## config.mk

```make
export PLATFORM = sky130hd
export DESIGN_NAME = uart_tx_arbiter
export DESIGN_NICKNAME = d
export VERILOG_FILES = /design/src/rtl/uart_tx_arbiter.sv
export SDC_FILE = /design/constraint.sdc
export NUM_CORES = 1
export LEC_CHECK = 0
export ABC_AREA = 0
export CAP_MARGIN = 25
export CORE_ASPECT_RATIO = 0.5
export CORE_UTILIZATION = 39
export CTS_CLUSTER_DIAMETER = 80
export DETAILED_ROUTE_END_ITERATION = 10
export DONT_BUFFER_PORTS = 1
export GPL_ROUTABILITY_DRIVEN = 0
export HOLD_SLACK_MARGIN = 0.05
export PLACE_DENSITY = 0.52
export RECOVER_POWER = 100
export SLEW_MARGIN = 20
export SYNTH_ARGS = -nofsm -noshare
export SYNTH_HDL_FRONTEND = slang
export SYNTH_SLANG_ARGS = --single-unit
```

## constraint.sdc

```tcl
create_clock -name quick_clk -period 6 [get_ports quick_clk]
set_input_delay 0.6 -clock quick_clk [delete_from_list [all_inputs] [get_ports quick_clk]]
set_output_delay 0.6 -clock quick_clk [all_outputs]
set_load 0.02 [all_outputs]
```

## src/rtl/uart_tx_arbiter.sv

```systemverilog
// Round-robin arbiter that shares one UART_sender between two byte producers.
// Each producer has a small FIFO. The scheduler holds tx_data for the whole
// frame and inserts a guard interval after each frame, so the sender's stop
// bit keeps its full length.
module uart_tx_arbiter #(
  parameter int unsigned DEPTH       = 4,
  parameter int unsigned GUARD       = 16,
  parameter int unsigned ACK_TIMEOUT = 4
) (
  input  logic       quick_clk,
  input  logic       reset,
  input  logic [7:0] req0_data,
  input  logic       req0_valid,
  output logic       req0_ready,
  input  logic [7:0] req1_data,
  input  logic       req1_valid,
  output logic       req1_ready,
  output logic [7:0] tx_data,
  output logic       tx_en,
  input  logic       tx_status,
  output logic       busy,
  output logic       err_timeout,
  input  logic       err_clr
);

  localparam int unsigned PtrW   = $clog2(DEPTH);
  localparam int unsigned CntW   = PtrW + 1;
  localparam int unsigned GuardW = $clog2(GUARD + 2);
  localparam int unsigned AckW   = $clog2(ACK_TIMEOUT + 2);

  localparam logic [CntW-1:0]   DepthC = CntW'(DEPTH);
  localparam logic [GuardW-1:0] GuardC = GuardW'(GUARD);
  localparam logic [AckW-1:0]   AckMax = AckW'(ACK_TIMEOUT);

  typedef enum logic [1:0] {StIdle, StWaitAck, StWaitDone, StGuard} state_e;

  state_e            state_q;
  logic              last_grant_q;
  logic [AckW-1:0]   ack_cnt_q;
  logic [GuardW-1:0] guard_cnt_q;

  // Per-requester FIFO storage, index 0 = req0, index 1 = req1
  logic [7:0]           mem_q [2][DEPTH];
  logic [1:0][PtrW-1:0] wr_q;
  logic [1:0][PtrW-1:0] rd_q;
  logic [1:0][CntW-1:0] cnt_q;

  logic [1:0][7:0] in_data;
  logic [1:0]      in_valid;
  logic [1:0]      push;
  logic [1:0]      pop;
  logic [1:0]      nonempty;
  logic            grant;
  logic            win;
  logic [7:0]      head_data;

  assign in_data  = {req1_data, req0_data};
  assign in_valid = {req1_valid, req0_valid};

  assign req0_ready = (cnt_q[0] != DepthC);
  assign req1_ready = (cnt_q[1] != DepthC);
  assign busy       = (state_q != StIdle);

  // Grant decision: a lone non-empty FIFO wins, a tie goes to the one not served last
  always_comb begin
    push      = 2'b00;
    pop       = 2'b00;
    nonempty  = 2'b00;
    for (int i = 0; i < 2; i++) begin
      nonempty[i] = (cnt_q[i] != '0);
      push[i]     = in_valid[i] & (cnt_q[i] != DepthC);
    end
    win       = (nonempty == 2'b11) ? ~last_grant_q : nonempty[1];
    grant     = (state_q == StIdle) & (|nonempty) & tx_status;
    pop[0]    = grant & ~win;
    pop[1]    = grant & win;
    head_data = mem_q[win][rd_q[win]];
  end

  // FIFO payload storage; contents need no reset because pointers gate reads
  always_ff @(posedge quick_clk) begin
    for (int i = 0; i < 2; i++) begin
      if (push[i]) mem_q[i][wr_q[i]] <= in_data[i];
    end
  end

  // FIFO pointers and occupancy
  always_ff @(posedge quick_clk or negedge reset) begin
    if (!reset) begin
      wr_q  <= '0;
      rd_q  <= '0;
      cnt_q <= '0;
    end else begin
      for (int i = 0; i < 2; i++) begin
        if (push[i]) wr_q[i] <= wr_q[i] + PtrW'(1);
        if (pop[i])  rd_q[i] <= rd_q[i] + PtrW'(1);
        if (push[i] && !pop[i]) begin
          cnt_q[i] <= cnt_q[i] + CntW'(1);
        end else if (!push[i] && pop[i]) begin
          cnt_q[i] <= cnt_q[i] - CntW'(1);
        end
      end
    end
  end

  // Scheduler FSM with registered sender handshake and sticky timeout flag
  always_ff @(posedge quick_clk or negedge reset) begin
    if (!reset) begin
      state_q      <= StIdle;
      last_grant_q <= 1'b1;
      ack_cnt_q    <= '0;
      guard_cnt_q  <= '0;
      tx_en        <= 1'b0;
      tx_data      <= 8'h00;
      err_timeout  <= 1'b0;
    end else begin
      tx_en <= 1'b0;
      // Clear first so a timeout set later in this block takes priority
      if (err_clr) err_timeout <= 1'b0;
      unique case (state_q)
        StIdle: begin
          if (grant) begin
            tx_data      <= head_data;
            tx_en        <= 1'b1;
            last_grant_q <= win;
            ack_cnt_q    <= '0;
            state_q      <= StWaitAck;
          end
        end
        StWaitAck: begin
          if (!tx_status) begin
            state_q <= StWaitDone;
          end else if (ack_cnt_q + AckW'(1) == AckMax) begin
            // Sender never started: flag it and retry with the same byte
            err_timeout <= 1'b1;
            tx_en       <= 1'b1;
            ack_cnt_q   <= '0;
          end else begin
            ack_cnt_q <= ack_cnt_q + AckW'(1);
          end
        end
        StWaitDone: begin
          if (tx_status) begin
            guard_cnt_q <= GuardC;
            state_q     <= StGuard;
          end
        end
        StGuard: begin
          if (guard_cnt_q == '0) begin
            state_q <= StIdle;
          end else begin
            guard_cnt_q <= guard_cnt_q - GuardW'(1);
          end
        end
        default: state_q <= StIdle;
      endcase
    end
  end

endmodule

```

-- After elaboration in Yosys (flattened, before gate mapping)
Memories as Yosys holds them, arrays and structs flattened.
Cells that the tools add are included.
W data, S select, Z words.
- shift operators: 0
- multipliers: 0
- eq/ne operators: 13
- $lt $le $gt $ge: 6
- add/sub/neg operators: 10
- bitwise operators: 11
- div/mod/pow operators: 0
- multiplexer cells: 38
- reduce and logical (&&, ||, !) cells: 24
- operators by type and width (kind ; number):
    $mux W32 ; 2
    $demux W8 S2 ; 2
    $mux W8 ; 4
    $mux W3 ; 7
    $bmux W8 S2 ; 1
    $mux W2 ; 6
    $ne A2 B2 Y1 const B ; 6
    $mux W1 ; 10
    $mux W5 ; 2
    $pmux W5 S2 ; 1
    $reduce_bool A2 Y1 ; 5
    $add A3 B1 Y3 const B ; 3
    $ge A3 B3 Y1 const B ; 3
    $not A2 Y3 ; 3
    $add A2 B1 Y2 const B ; 4
    $pmux W2 S4 ; 1
    $and A1 B1 Y1 ; 6
    $eq A2 B2 Y1 const B ; 3
    $logic_and A1 B1 Y1 ; 6
    $lt A3 B1 Y1 const B ; 2
    $ne A3 B3 Y1 const B ; 2
    $pmux W3 S2 ; 1
    $reduce_and A3 Y1 ; 2
    $reduce_bool A3 Y1 ; 2
    other kinds (13) ; 18
- logic and storage cells: 116
- bits in read-only memories: 0
- memories: 1
- bits in registers: 35
- output and inout bits: 13
- latch bits: 0
- RAM bits: 64
- input bits: 22
- memories (memory ; words ; bits a word ; rd ports ; clocked after Yosys merged registers in ; wr ports ; line ; RTL):
    mem_q ; 2 ; 32 ; 1 ; 0 ; 2 ; 43 ; logic [7:0] mem_q [2][DEPTH];

-- Longest topological paths before layout
Gate-level depths: netlist of the first run.
- word-level depth: 9
- gate-level depth with buffers: 13
- mapped depth without buffers: 12

-- Least setup slack after synthesis of the first run
OpenSTA, ideal clock, no wires.
- path kind: reg2reg
- start: register cnt_q[1] in the netlist's numbering
- end: register cnt_q[2] in the netlist's numbering
- arrival: 2260 ps
- path slack: 3661 ps
- data required time: 5921 ps
- path buffers: 1
- stages on the path, launching flop included: 11
- path through: dfrtp_1 > or3_1 > a21o_1 > buf_4 > nand2_1 > ha_1 > inv_1 > fa_1 > xor2_1 > nor2_1 > xor2_1
- word-level cells in the longest chain between the ends: 8
- elaborated cells between the ends (all ways): 19
- ends and longest elaborated chain (element ; line ; RTL):
    start, declared ; 46 ; logic [1:0][CntW-1:0] cnt_q;
    start signal, assigned by index ; 98 ; cnt_q[i] <= cnt_q[i] + CntW'(1);
    start signal, assigned by index ; 100 ; cnt_q[i] <= cnt_q[i] - CntW'(1);
    $reduce_bool A3 Y1 ; 70 ; nonempty[i] = (cnt_q[i] != '0);
    $reduce_or A2 Y1 or $eq A2 B2 Y1 (tied branches) ; 74, 73 ;
    $and A1 B1 Y1 or $mux W1 (tied branches) ; 74, 73 ;
    $and A1 B1 Y1 or $not A1 Y1 (tied branches) ; 74, 75 ;
    $and A1 B1 Y1 ; 75 ; pop[0] = grant & ~win;
    $logic_not A1 Y1 ; 97 ; if (push[i] && !pop[i]) begin
    $logic_and A1 B1 Y1 ; 97 ;
    $mux W3 or $reduce_bool A2 Y1 (tied branches) ; n/a ;
Several ways; a longest one is shown, not always the timed one. The select of a mux whose other input is x is not followed.
A chain may end at the register's enable or synchronous reset.

-- Final worst setup path of the first run
- start: register cnt_q[3] in the netlist's numbering
- end: register cnt_q[5] in the netlist's numbering
- word-level cells in the longest chain between the ends: 8
- elaborated cells between the ends (all ways): 18
- ends and longest elaborated chain (element ; line ; RTL):
    $reduce_bool A3 Y1 ; 70 ;
    $reduce_or A2 Y1 ; 74 ; grant = (state_q == StIdle) & (|nonempty) & tx_status;
    $and A1 B1 Y1 (2 in series) ; 74 ;
    $and A1 B1 Y1 ; 76 ; pop[1] = grant & win;
    $logic_not A1 Y1 ; 97 ;
    $logic_and A1 B1 Y1 ; 97 ;
    $mux W3 or $reduce_bool A2 Y1 (tied branches) ; n/a ;
Several ways; a longest one is shown, not always the timed one. The select of a mux whose other input is x is not followed.

==> results of run 1 <==
layer usage:
metal / vias up / global-route usage, % / share of wire, %
li1: 1020 / - / -
met1: 1109 / 19.29 / 48
met2: 43 / 22.07 / 46
met3: 8 / 6.287 / 5.4
met4: 0 / 4.200 / 1.1
met5: - / 0 / 0
cells by family after synthesis:
kind of cell             Yosys count  share of synthesized area, %
multiplexers                      31                         12.38
XOR/XNOR                          13                         2.644
adder cells (fa/ha/maj)           21                         6.450
AO/OA/AOI/OAI                     29                         4.242
buffers and inverters             22                         2.092
flip-flops                        99                         64.99
AND/OR/NAND/NOR                   56                         7.205
sequential cells by signal (all words and copies together) (netlist names):
register / cells
ack_cnt_q: 3
cnt_q: 6
err_timeout: 1
guard_cnt_q: 5
last_grant_q: 1
mem_q: 64
rd_q: 4
state_q: 2
tx_data: 8
tx_en: 1
wr_q: 4
report_power, final:
part / internal, mW / switching [mW] / total (mW)
Clock: 0.333 / 0.265 / 0.598
Combinational: 0.358 / 0.368 / 0.726
Sequential: 0.940 / 0.208 / 1.15
cell usage after synthesis (all sizes together):
| cell type | instances |
|---|---|
| a311oi | 1 |
| nand3b | 1 |
| or3 | 3 |
| or4 | 3 |
| ha | 19 |
| a22o | 1 |
| or4b | 1 |
| and3 | 9 |
| nand2 | 18 |
| dfstp | 1 |
| o31ai | 3 |
| o22ai | 1 |
| nor3 | 3 |
| clkbuf | 2 |
| fa | 2 |
| a21o | 3 |
| nor4bb | 1 |
| dfrtp | 34 |
| nor2 | 9 |
| nor2b | 1 |
| xnor2 | 7 |
| inv | 15 |
| nand4 | 1 |
| a21boi | 2 |
| and2 | 2 |
| a211o | 1 |
| edfxtp | 64 |
| o21ai | 13 |
| buf | 5 |
| nand4b | 1 |
| xor2 | 6 |
| mux2 | 5 |
| a31oi | 1 |
| a21oi | 3 |
| mux2i | 10 |
| nand3 | 3 |
| mux4 | 16 |
final cells by class:
class / count / area, sq um
sequential: 99 / 2799
inverter: 15 / 56.30
clock buffer: 10 / 229.0
fill: 933 / 5747
multi-input combinational: 150 / 1386
tap: 140 / 175.2
timing repair buffer: 1 / 3.754
clock inverter: 6 / 78.83
path summary, 6_finish.rpt:
kind,cells after the start,to,slack (ns)
max in group asynchronous,1,tx_data[0],4.12
hold / removal,0,last_grant_q,0.1
hold reg to reg,1,last_grant_q,0.52
setup reg to reg,10,cnt_q[5],3.04
setup / recovery,10,cnt_q[5],3.04
min in group quick_clk,0,mem_q[1][11],0.34
==> results.sh, run 1 <==
export IMPL_synth_nets=314
export IMPL_grt_first_pass_wirelength_um=12240
export IMPL_dr_pass1_iters=4
export IMPL_dieArea_sq_um=11490
export IMPL_pre_cts_ws_ns=3.254
export IMPL_syn_area_sq_um=4307
export IMPL_grt_max_degree=35
export IMPL_maxSlewHeadroom_pct=-27.33
export IMPL_final_cell_mix="edfxtp_1, dfrtp_1, ha_1"
export IMPL_cts_hold_buf=1
export IMPL_crit_type="reg -> reg"
export IMPL_clkSlewWorstSetupHoldPaths_ns=0.07
export IMPL_synth_top_area_cell="edfxtp_1"
export IMPL_overflow=0
export IMPL_dp_cells=404
export IMPL_cts_resized=0
export IMPL_yosysUniqueCellTypes=46
export IMPL_synth_warnings=0
export IMPL_final_area_sq_um=4728
export IMPL_io_buffer_count=0
export IMPL_grt_pass1_vias=2288
export IMPL_synth_seq_cells=99
export IMPL_hpwl_um=5304
export IMPL_core_area_sq_um=10480
export IMPL_cts_root_buf="clkbuf_16"
export IMPL_finalSetupTns_ns=0
export IMPL_finalCritPeriodShare_pct=49.25
export IMPL_drc=0
export IMPL_clock_path_buffers=2
export IMPL_final_cells=421
export IMPL_cp_required_ns=6.27
export IMPL_boundaryPins=35
export IMPL_vias=2180
export IMPL_period_needed_ns=2.955
export IMPL_clock_sinks=99
export IMPL_crit_family="simple AND/OR/NAND/NOR gates"
export IMPL_routed_wl_um=7496
export IMPL_startpoint_type="flop"
export IMPL_diodes=0
export IMPL_cap_violations=1
export IMPL_cellPowerDensity_nw_per_um2=522.9
export IMPL_core_rowCount=26
export IMPL_cts_buffers=9
export IMPL_cp_max_fo=20
export IMPL_antenna_left=0
export IMPL_post_cts_buffers=0
export IMPL_wl_per_cell_um=17.81
export IMPL_syn_mean_instance_area_sq_um=15.89
export IMPL_vias_per_cell=5.178
export IMPL_area_growth_pct=9.791
export IMPL_slowest_delay_ns=0.56
export IMPL_synth_top_area_share_pct=44.63
export IMPL_nets=319
export IMPL_grt_use_total_pct=14.67
export IMPL_cp_slowest_cell="nor3_1"
export IMPL_utilization_pct=45.14
export IMPL_rsz0062_at_grt="false"
export IMPL_hold_ws_ns=0.09637
export IMPL_place_area_sq_um=4448
export IMPL_die_w_um=150.6
export IMPL_peakVddDrop_mv=0.1454
export IMPL_final_max_slew_viol_count=35
export IMPL_fin_ws_ns=3.045
export IMPL_finalSetupViolCount=0
export IMPL_start_util_pct=41.11
export IMPL_status="complete, but fails checks"
export IMPL_violations="capacitance limit, slew limit"
export IMPL_hold_class="in -> async"
export IMPL_final_hold_violation_count=0
export IMPL_worst_slew_pin_slew_ns=1.910
export IMPL_critical_path_buf_inv_count=2
export IMPL_antenna_found_initial=0
export IMPL_skew_ns=0.008861
export IMPL_crit_arrival_ns=3.22
export IMPL_synth_area_leaders="edfxtp_1, dfrtp_1, mux4_2"
export IMPL_reg2reg_from="cnt_q[3]"
export IMPL_drt_iter0_markers=82
export IMPL_drive_gt1_share_pct=13.88
export IMPL_tritoncts="yes"
export IMPL_cts_htree_levels=3
export IMPL_path_cells="nor3_1 > a21o_1 > nor2_1 > inv_1 > ha_1 > inv_1 > fa_1 > xor2_1 > nor2_1 > xor2_1"
export IMPL_die_h_um=76.31
export IMPL_layout_commonest_cell="edfxtp_1"
export IMPL_leakagePower_nw=1.818
export IMPL_fmaxAchievable_mhz=338.4
export IMPL_clkLatencyLatePin_ns=0.34
export IMPL_synthesis_instances=271
export IMPL_critPathLaunch="cnt_q[3]"
export IMPL_cp_end_kind="flop"
export IMPL_seq_area_frac_synth_pct=64.99
export IMPL_finalPower_mw=2.472
No activity file was read; power rests on OpenSTA's default activity.
==> run 2, diff against run 1 <==
--- a/config.mk
+++ b/config.mk
@@ -14,7 +14,7 @@
 export DONT_BUFFER_PORTS = 1
 export GPL_ROUTABILITY_DRIVEN = 0
 export HOLD_SLACK_MARGIN = 0.05
-export PLACE_DENSITY = 0.52
+export PLACE_DENSITY = 0.54
 export RECOVER_POWER = 100
 export SLEW_MARGIN = 20
 export SYNTH_ARGS = -nofsm -noshare
==> constraint.sdc (replaced) <==
create_clock -name quick_clk -period 2.7 [get_ports quick_clk]
set_input_delay 0.27 -clock quick_clk [delete_from_list [all_inputs] [get_ports quick_clk]]
set_output_delay 0.27 -clock quick_clk [all_outputs]
set_load 0.02 [all_outputs]
==> results.sh, run 2 (same netlist as run 1, synthesis figures left out) <==
export IMPL_status="complete, but fails checks"
export IMPL_violations="capacitance limit, slew limit"
export IMPL_peakVddDrop_mv=0.3818
export IMPL_io_buffer_count=0
export IMPL_crit_arrival_ns=2.64
export IMPL_clkLatencyLatePin_ns=0.34
export IMPL_cts_hold_buf=19
export IMPL_vias_per_cell=5.151
export IMPL_cts_htree_levels=3
export IMPL_crit_top_cell="inv_1"
export IMPL_startpoint_type="flop"
export IMPL_area_growth_pct=14.56
export IMPL_path_cells="or3_1 > a21o_1 > nor2_1 > inv_1 > ha_1 > inv_1 > fa_1 > mux2_2"
export IMPL_n_fill_cell=936
export IMPL_cap_violations=1
export IMPL_final_hold_violation_count=0
export IMPL_dieArea_sq_um=11490
export IMPL_cp_num_cells=8
export IMPL_hpwl_um=5419
export IMPL_grt_use_total_pct=15.38
export IMPL_final_max_slew_viol_count=36
export IMPL_boundaryPins=35
export IMPL_fmaxAchievable_mhz=414.1
export IMPL_antenna_left=0
export IMPL_r2r_setup_slack_ns=0.28
export IMPL_dr_pass1_iters=4
export IMPL_nets=341
export IMPL_clock_sinks=99
export IMPL_grt_max_degree=36
export IMPL_maxSlewHeadroom_pct=-7.629
export IMPL_reg2reg_from="cnt_q[1]"
export IMPL_drt_iter0_markers=119
export IMPL_final_cell_mix="edfxtp_1, dfrtp_1, ha_1"
export IMPL_die_h_um=76.31
export IMPL_clkSlewWorstSetupHoldPaths_ns=0.07
export IMPL_critPathLaunch="cnt_q[1]"
export IMPL_finalSetupViolCount=0
export IMPL_post_cts_buffers=0
export IMPL_utilization_pct=47.10
export IMPL_die_w_um=150.6
export IMPL_hold_class="in -> reg"
export IMPL_grt_first_pass_wirelength_um=13100
export IMPL_slowest_delay_ns=0.43
export IMPL_cp_max_fo=5
export IMPL_core_rowCount=26
export IMPL_clock_path_buffers=2
export IMPL_cts_resized=0
export IMPL_critical_path_buf_inv_count=2
export IMPL_multi_input_area_sq_um=1394
export IMPL_wl_per_cell_um=17.65
export IMPL_rsz0062_at_grt="false"
export IMPL_final_seq_area_sq_um=2799
export IMPL_r2r_cells=8
export IMPL_crit_type="reg -> reg"
export IMPL_routed_wl_um=7819
export IMPL_antenna_found_initial=0
export IMPL_diodes=0
export IMPL_cts_root_buf="clkbuf_16"
export IMPL_largest_reg_flops=64
export IMPL_tritoncts="yes"
export IMPL_overflow=0
export IMPL_cp_slowest_cell="dfrtp_1"
export IMPL_period_needed_ns=2.415
export IMPL_worst_slew_pin_slew_ns=1.614
export IMPL_reg2reg_to="cnt_q[4]"
export IMPL_cp_required_ns=2.93
export IMPL_endpoint="cnt_q[4]"
export IMPL_leakagePower_nw=1.912
export IMPL_finalSetupTns_ns=0
export IMPL_grt_pass1_vias=2518
export IMPL_drive_gt1_share_pct=13.53
export IMPL_finalCritPeriodShare_pct=89.44
export IMPL_cts_buffers=9
export IMPL_drc=0
export IMPL_crit_family="simple AND/OR/NAND/NOR gates"
export IMPL_cp_end_kind="flop"
export IMPL_core_area_sq_um=10480
export IMPL_vias=2282
export IMPL_skew_ns=0.01100
export IMPL_start_util_pct=41.11
export IMPL_cellPowerDensity_nw_per_um2=1124
export IMPL_layout_commonest_cell="edfxtp_1"
run 2: cell types whose count changed in the layout (fill, tap and decap cells not counted):
cell            delta
a21boi_0           +1
a21boi_1           -1
buf_4              +2
clkbuf_1           +2
clkinv_2           +1
dlygate4sd3_1     +18
dlymetal6s4s_1     +1
inv_8              -2
nor3_1             -1
nor3_2             +1
or4_2              -1
or4_4              +1
run 2: power by group:
group          internal, mW  total (mW)  switching (mW)
Combinational         0.842        1.71           0.872
Sequential             2.09        2.55           0.460
Clock                 0.726        1.28           0.558
run 2: worst register-to-register path: cells and delay by family (launching register included):
kind,cells,cell delay [ns]
compound gates,1,0.24
fa+ha+maj,2,0.60
buf+inv,2,0.15
flops,1,0.43
mux,1,0.26
simple gates,2,0.63
run 2: cell type report:
cell class                      count  share of cell area [%]
Sequential cell                    99                   56.73
Multi-Input combinational cell    150                   28.25
Clock buffer                       11                   4.717
Timing Repair Buffer               23                   4.362
Tap cell                          140                   3.551
Clock inverter                      5                   1.243
Inverter                           15                   1.141
run 2: metrics by stage:
stage / power (mW) / setup WS, ns / cells / hold slack [ns] / cell area, sq um
6_report: 5.547 / 0.2850 / 443 / 0.1473 / 4933
4_1_cts: 5.686 / 0.3067 / 443 / 0.1447 / 4972
3_5_place_dp: 4.357 / 0.3123 / 408 / -0.02414 / 4478
3_3_place_gp: 4.246 / 0.4286 / 408 / -0.02411 / 4478
2_1_floorplan: 3.868 / 0.3612 / 271 / -0.02559 / 4307
5_1_grt: 5.937 / 0.05426 / 443 / 0.1595 / 4933
run 2: worst min-delay path by stage:
| stage | from | slack (ns) | cells after the start | to |
|---|---|---|---|---|
| finish | tx_status | 0.15 | 2 | err_timeout |
| detailed placement | reset | -0.02 | 0 | guard_cnt_q[2] |
| global route | tx_status | 0.16 | 2 | err_timeout |
| global placement | reset | -0.02 | 0 | guard_cnt_q[2] |
| CTS | tx_status | 0.14 | 2 | err_timeout |
| floorplan | reset | -0.03 | 0 | ack_cnt_q[0] |
run 2: routing by layer:
metal	global-route usage (%)	part of all wire, %
met1	20.50	48
met2	24.38	47
met3	4.790	3.9
met4	4.100	1.0
met5	0	0
==> run 3, diff against run 2 <==
--- a/config.mk
+++ b/config.mk
@@ -7,7 +7,7 @@
 export LEC_CHECK = 0
 export ABC_AREA = 0
 export CAP_MARGIN = 25
-export CORE_ASPECT_RATIO = 0.5
+export CORE_ASPECT_RATIO = 2
 export CORE_UTILIZATION = 39
 export CTS_CLUSTER_DIAMETER = 80
 export DETAILED_ROUTE_END_ITERATION = 10
==> results.sh, run 3 (same netlist as run 1, synthesis figures left out) <==
export IMPL_drive_gt1_share_pct=13.49
export IMPL_start_util_pct=39.84
export IMPL_area_growth_pct=14.56
export IMPL_dieArea_sq_um=11490
export IMPL_tritoncts="yes"
export IMPL_cp_max_fo=8
export IMPL_post_cts_buffers=0
export IMPL_skew_ns=0.008212
export IMPL_startpoint_type="flop"
export IMPL_holdPathEnd="err_timeout"
export IMPL_nets=342
export IMPL_clock_sinks=99
export IMPL_wl_met1_um=2993
export IMPL_grt_max_degree=36
export IMPL_hold_class="in -> reg"
export IMPL_worst_slew_pin_slew_ns=1.944
export IMPL_n_fill_cell=980
export IMPL_wl_per_cell_um=17.96
export IMPL_hold_ws_ns=0.1362
export IMPL_cap_violations=1
export IMPL_core_area_sq_um=10810
export IMPL_min_from="tx_status"
export IMPL_drt_iter0_markers=62
export IMPL_r2r_cells=9
export IMPL_cellPowerDensity_nw_per_um2=1124
export IMPL_crit_arrival_ns=2.72
export IMPL_layout_commonest_cell="edfxtp_1"
export IMPL_fmaxAchievable_mhz=405.8
export IMPL_final_hold_violation_count=0
export IMPL_reg2reg_to="cnt_q[2]"
export IMPL_peakVddDrop_mv=0.5420
export IMPL_final_max_slew_viol_count=36
export IMPL_clkSlewWorstSetupHoldPaths_ns=0.07
export IMPL_cts_root_buf="clkbuf_16"
export IMPL_boundaryPins=35
export IMPL_cp_end_kind="flop"
export IMPL_period_needed_ns=2.464
export IMPL_cts_buffers=9
export IMPL_rsz0062_at_grt="false"
export IMPL_cp_required_ns=2.96
export IMPL_reg2reg_from="cnt_q[1]"
export IMPL_finalSetupViolCount=0
export IMPL_grt_pass1_vias=2394
export IMPL_wl_met3_um=181
export IMPL_overflow=0
export IMPL_die_h_um=150.6
export IMPL_antenna_found_initial=0
export IMPL_finalSetupTns_ns=0
export IMPL_violations="capacitance limit, slew limit"
export IMPL_routed_wl_um=7974
export IMPL_utilization_pct=45.64
export IMPL_die_w_um=76.31
export IMPL_clock_path_buffers=2
export IMPL_clkLatencyLatePin_ns=0.34
export IMPL_min_path_cells=2
export IMPL_final_seq_area_sq_um=2799
export IMPL_antenna_left=0
export IMPL_top_layer="met4"
export IMPL_multi_input_area_sq_um=1396
export IMPL_largest_reg_flops=64
export IMPL_io_buffer_count=0
export IMPL_vias=2238
export IMPL_crit_type="reg -> reg"
export IMPL_core_rowCount=54
export IMPL_dr_pass1_iters=4
export IMPL_diodes=0
export IMPL_finalCritPeriodShare_pct=91.27
export IMPL_wl_met2_um=4640
export IMPL_cts_htree_levels=3
export IMPL_leakagePower_nw=1.897
export IMPL_hpwl_um=5812
export IMPL_drc=0
export IMPL_status="complete, but fails checks"
export IMPL_grt_use_total_pct=15.40
export IMPL_vias_per_cell=5.041
export IMPL_final_cells=444
export IMPL_final_cell_mix="edfxtp_1, dfrtp_1, ha_1"
export IMPL_r2r_setup_slack_ns=0.24
export IMPL_fin_ws_ns=0.2358
export IMPL_grt_first_pass_wirelength_um=12810
export IMPL_dp_cells=409
export IMPL_pre_cts_ws_ns=0.2423
export IMPL_maxSlewHeadroom_pct=-29.63
run 3: cell type report:
type	instances	share of cell area [%]
timing repair buffer	24	4.261
clock buffer	10	4.641
tap	140	3.551
inverter	15	1.141
clock inverter	6	1.370
multi-input combinational	150	28.30
sequential	99	56.73
run 3: metal layers:
metal | up-vias | global-route usage, %
li1 | 1064 | -
met1 | 1134 | 15.64
met2 | 32 | 29.82
met3 | 8 | 2.970
met4 | 0 | 7.019
met5 | - | 0
run 3: how the worst max path moves through the flow:
stage,start,slack [ns],to
after floorplan,cnt_q[1],0.36,cnt_q[2]
after global placement,cnt_q[1],0.30,cnt_q[2]
after detailed placement,cnt_q[1],0.24,cnt_q[2]
after CTS,cnt_q[1],0.22,cnt_q[2]
after global routing,cnt_q[0],0.06,cnt_q[2]
final,cnt_q[1],0.24,cnt_q[2]
run 3: critical path, stage by stage, from the launching register on:
cell and delay (ns):
dfrtp_1 0.43, or3_1 0.41, a21o_1 0.32, nand2_1 0.17
ha_1 0.19, inv_1 0.06, fa_1 0.37, xor2_1 0.17
nor2_1 0.12, xor2_1 0.15
run 3: report_power, final:
| group | leakage (nW) | total, mW | internal [mW] | switching (mW) |
|---|---|---|---|---|
| clock network | 0.140 | 1.26 | 0.720 | 0.540 |
| registers | 1.01 | 2.55 | 2.09 | 0.464 |
| logic | 0.743 | 1.73 | 0.836 | 0.894 |
run 3: through the flow:
stage	power, mW	cell area [sq um]
floorplan	3.868	4307
global placement	4.348	4486
detailed placement	4.399	4486
CTS	5.709	4982
global route	5.917	4933
finish	5.543	4933
run 3: timing repair:
action / CTS / global route
endpoints found under the hold margin: 100 / 0
hold buffers: 19 / 0
gates resized for setup: 0 / 0
